File: src/rtl/sqrt_nr.sv
// Sequential floor(sqrt(number)) by Newton-Raphson with an internal restoring divider.
// Build option SQRT_NR_FAST_DIV_EN: divider retires 2 quotient bits per cycle instead of 1.
module sqrt_nr #(
    parameter int size = 32
) (
    input  logic            clk_i,
    input  logic            rst_ni,
    input  logic            start,
    input  logic [size-1:0] number,
    output logic [size-1:0] sqrt_res,
    output logic            busy,
    output logic            ready
);

`ifdef SQRT_NR_FAST_DIV_EN
    localparam int DIV_BITS = 2;
`else
    localparam int DIV_BITS = 1;
`endif
    localparam int STEPS = size / DIV_BITS;
    localparam int CNT_W = $clog2(STEPS) + 1;
    localparam int IDX_W = $clog2(size) + 1;
    localparam logic [CNT_W-1:0] CNT_MAX = CNT_W'(STEPS - 1);
    localparam logic [size-1:0]  ONE     = size'(1);

    typedef enum logic [1:0] {IDLE, INIT, DIV, UPDATE} state_t;

    state_t            state_q, state_d;
    logic [size-1:0]   n_q, x_q, rem_q, quo_q;
    logic [size-1:0]   rem_d, quo_d;
    logic [CNT_W-1:0]  cnt_q;
    logic [IDX_W-1:0]  msb_idx, seed_sh;
    logic [size-1:0]   seed;
    logic [size:0]     y, rs;

    // Seed 2^ceil((m+1)/2) is always at or above the true root, so Newton descends monotonically.
    always_comb begin
        msb_idx = '0;
        for (int i = 0; i < size; i++) begin
            if (n_q[i]) msb_idx = IDX_W'(i);
        end
        seed_sh = (msb_idx + IDX_W'(2)) >> 1;
        seed    = ONE << seed_sh;
    end

    // Restoring division steps: dividend shifts out of quo MSB, quotient bits shift in at LSB.
    always_comb begin
        rem_d = rem_q;
        quo_d = quo_q;
        rs    = '0;
        for (int s = 0; s < DIV_BITS; s++) begin
            rs    = {rem_d, quo_d[size-1]};
            quo_d = {quo_d[size-2:0], 1'b0};
            if (rs >= {1'b0, x_q}) begin
                rs       = rs - {1'b0, x_q};
                quo_d[0] = 1'b1;
            end
            rem_d = rs[size-1:0];
        end
    end

    assign y = ({1'b0, x_q} + {1'b0, quo_q}) >> 1;

    always_comb begin
        state_d = state_q;
        case (state_q)
            IDLE:    if (start) state_d = INIT;
            INIT:    state_d = (n_q == '0) ? IDLE : DIV;
            DIV:     if (cnt_q == '0) state_d = UPDATE;
            UPDATE:  state_d = (y < {1'b0, x_q}) ? DIV : IDLE;
            default: state_d = IDLE;
        endcase
    end

    always_ff @(posedge clk_i) begin
        if (!rst_ni) state_q <= IDLE;
        else         state_q <= state_d;
    end

    always_ff @(posedge clk_i) begin
        if (!rst_ni) begin
            n_q      <= '0;
            x_q      <= '0;
            rem_q    <= '0;
            quo_q    <= '0;
            cnt_q    <= '0;
            sqrt_res <= '0;
            busy     <= 1'b0;
            ready    <= 1'b0;
        end else begin
            case (state_q)
                IDLE: begin
                    if (start) begin
                        n_q   <= number;
                        busy  <= 1'b1;
                        ready <= 1'b0;
                    end
                end
                INIT: begin
                    if (n_q == '0) begin
                        sqrt_res <= '0;
                        ready    <= 1'b1;
                        busy     <= 1'b0;
                    end else begin
                        x_q   <= seed;
                        rem_q <= '0;
                        quo_q <= n_q;
                        cnt_q <= CNT_MAX;
                    end
                end
                DIV: begin
                    rem_q <= rem_d;
                    quo_q <= quo_d;
                    if (cnt_q != '0) cnt_q <= cnt_q - CNT_W'(1);
                end
                UPDATE: begin
                    if (y < {1'b0, x_q}) begin
                        x_q   <= y[size-1:0];
                        rem_q <= '0;
                        quo_q <= n_q;
                        cnt_q <= CNT_MAX;
                    end else begin
                        sqrt_res <= x_q;
                        ready    <= 1'b1;
                        busy     <= 1'b0;
                    end
                end
                default: ;
            endcase
        end
    end

endmodule

File: config.mk
export PLATFORM = sky130hd
export DESIGN_NAME = sqrt_nr
export DESIGN_NICKNAME = d
export VERILOG_FILES = /design/src/rtl/sqrt_nr.sv
export SDC_FILE = /design/constraint.sdc
export NUM_CORES = 1
export LEC_CHECK = 0
export CAP_MARGIN = 20
export CORE_AREA = 3 3 184 186
export CTS_BUF_LIST = sky130_fd_sc_hd__clkbuf_4 sky130_fd_sc_hd__clkbuf_8
export DETAILED_ROUTE_END_ITERATION = 8
export DIE_AREA = 0 0 187 189
export GPL_TIMING_DRIVEN = 0
export PLACE_DENSITY_LB_ADDON = 0.12
export REMOVE_ABC_BUFFERS = 1
export SLEW_MARGIN = 25
export SYNTH_ARGS = -nofsm -noshare
export SYNTH_HDL_FRONTEND = slang
export SYNTH_SLANG_ARGS = --single-unit
File: constraint.sdc
create_clock -name clk_i -period 13.75 [get_ports clk_i]
set_clock_uncertainty 0.15 [all_clocks]
set_input_delay 2.75 -clock clk_i [delete_from_list [all_inputs] [get_ports clk_i]]
set_output_delay 2.75 -clock clk_i [all_outputs]
set_load 0.01 [all_outputs]
==> run metrics <==
Tightest Hold Check Type=reg2reg; Min-Delay Startpoint=sqrt_res[6]$_SDFFE_PN0P_; total iterations of the first detailed-routing run=5; Initial DRC Count=501; vias per cell=5.31; VDD IR max=0.0809 mV; Worst EP arrival=6400 ps; RSZ-0062 raised after global routing=no; yosys warns=0; first-pass GRT wire length=51000 um; EDFF count, synth=0; Worst-path clk slew=90 ps; Antenna Nets Post-Route=0; H-tree level count=4; Yosys top cell by area=dfxtp_1; Leakage=4.82 nW; final worst-path cycle share=45.0%; Fin Setup TNS=0 ps; Async SR Flop Fraction=0%; Die X=187 um; std cell rows=66; footprint of the multi-input gates=0.00675 sq mm; Pwr Total=0.00188 W; Seq/Total Area, Yosys=32.0%; CTS max path bufs=2; clock latency on the worst-skew pair=480 ps; worst hold slack=302 ps; Chip Height=189 um; Worst-Margin Slew=986 ps; Syn Area/Cell=8.05 sq um; grt total ovfl=0; die area=0.0353 sq mm; DP HPWL=24300 um; CTS tree=done; final RePlAce weighted congestion=0.859; Boundary Pins=69; Worst Setup Start Kind=register; Synth cell types=83; # port buffers=68; # DRC=0; Critical Path Start=x_q[1]$_SDFFE_PN0P_; pin count of the biggest net entering global routing=88; core area=0.0325 sq mm; GR Util All Layers=17.9%; Root Buffer=clkbuf_8; CTS Buf Count=17; final hold vios=0; CTS resizes=0; share of cells above drive strength 1=6.21%; vias in the first global route=9467; Nets=1489; drt total wl=31800 um; kind of critical path=reg2reg; Starting Density=32.8%; Final Critical Period=6190 ps; hold buffers post-CTS=0; drt wl/cell=17.5 um; top cell type's share of synthesized area=32.0%; Layout area overhead=14.7%; initial antenna violation count=0; launch point of the worst reg-to-reg path=x_q[1]$_SDFFE_PN0P_; Final Slew Violations=0; f_max=0.161 GHz; final number of setup-violating endpoints=0; CP required=13960 ps; Reg area=0.00340 sq mm; commonest register cell after synthesis=dfxtp_1; #FFs+latches synth=170; crit path capture type=register; Inserted Diodes=0; Rel. slew slack=34.0%; status=finished, final reports clean; Gate Count Post-Synth=1321; P per Cell Area=154 mW/mm^2; Area contributors post-synth=dfxtp_1 32%, ha_1 11%, a21oi_1 8.0%; Post-CTS Setup Inserts=0; critical path peak fanout=17; CTS sink count=170; Max-Cap Viols=0; fillcell total=3411; synthesized area=0.0106 sq mm; via count=9614
==> routing by layer <==
metal | vias to the layer above | global-route usage (%) | wire, um
met1 | 4570 | 24.5 | 15800
met3 | 21 | 2.46 | 879
met5 | - | 0 | 0
met2 | 141 | 29.9 | 14700
met4 | 0 | 4.39 | 387
li1 | 4882 | - | -
==> power by group <==
part | internal, W | switching (W) | total [W]
Combinational | 0.000385 | 0.000564 | 0.000949
Clock | 0.000143 | 0.000203 | 0.000346
Sequential | 0.000536 | 0.0000486 | 0.000585
==> path summary, 6_finish.rpt <==
| path | to | slack [ps] | depth (start not counted) |
|---|---|---|---|
| min reg2reg | sqrt_res[6]$_SDFFE_PN0P_ | 300 | 2 |
| max | x_q[7]$_SDFFE_PN0P_ | 7560 | 20 |
| max reg2reg | x_q[7]$_SDFFE_PN0P_ | 7560 | 20 |
| min | sqrt_res[6]$_SDFFE_PN0P_ | 300 | 2 |
==> through the flow <==
stage	std cells	setup WS, ps	utilization [%]	area (sq um)
6_report	1811	7560	37.6	12200
5_1_grt	1811	7120	37.6	12200
4_1_cts	1811	7540	37.6	12200
3_5_place_dp	1779	7590	36.4	11800
3_3_place_gp	1767	5700	35.7	11600
2_1_floorplan	1257	8420	-	10300
==> critical path, stage by stage (launching register included) <==
cell,delay (ps)
dfxtp_1,490
inv_1,180
fa_1,480
nor2b_1,120
o21ai_0,170
a21o_1,250
a311oi_1,460
nor3b_2,170
nor3_1,270
a31oi_1,130
xnor2_1,190
ha_1,320
nand4_1,160
or2_0,260
o22ai_1,280
o31ai_2,150
o31ai_4,430
buf_6,250
nand2b_1,740
a211oi_1,100
a211oi_1,320
==> layout by cell type (no fill, tap or decap), types with 36 or more instances in the layout <==
master	count
a21o_1	44
o21ai_0	65
dfxtp_1	170
ha_1	96
nand3_1	49
inv_1	59
xnor2_1	36
a21oi_1	170
nor2_1	70
clkdlybuf4s50_1	68
a22oi_1	55
nand2_1	173
==> state kept, by name, indices dropped and copies added (netlist names) <==
signal    count
rem_q        32
state_q       2
sqrt_res     32
ready         1
x_q          32
cnt_q         6
n_q          32
quo_q        32
busy          1
==> area by class of cell <==
class                           count  area share, %
Tap cell                          442           4.54
Clock inverter                     11          0.698
Inverter                           60           1.89
Sequential cell                   170           27.9
Clock buffer                       21           2.32
Multi-Input combinational cell   1027           55.4
Timing Repair Buffer               80           7.26
==> Yosys cell counts, types with 6 or more instances <==
cell type / number
nand2_1: 174
a21oi_1: 170
nor2_1: 70
clkbuf_1: 40
inv_1: 59
a31oi_1: 15
o21a_1: 6
xnor2_1: 36
ha_1: 96
nor2b_1: 9
a211oi_1: 11
o21ai_0: 65
o211ai_1: 9
a22oi_1: 55
a21boi_0: 6
nand3_1: 49
nand4_1: 18
o21ai_1: 19
xor2_1: 19
dfxtp_1: 170
buf_2: 15
and3_1: 10
a22o_1: 12
nand2b_1: 9
and2_1: 6
nor3_1: 18
a21o_1: 44
==> cell families after synthesis <==
logic type	count (synthesis)	share of synthesized area (%)
buf+inv	124	4.84
fa+ha+maj	98	11.7
mux	6	0.577
simple gates	395	17.6
xor+xnor	55	4.53
compound gates	473	28.8
flops	170	32.0
No activity file was read; power rests on OpenSTA's default activity.
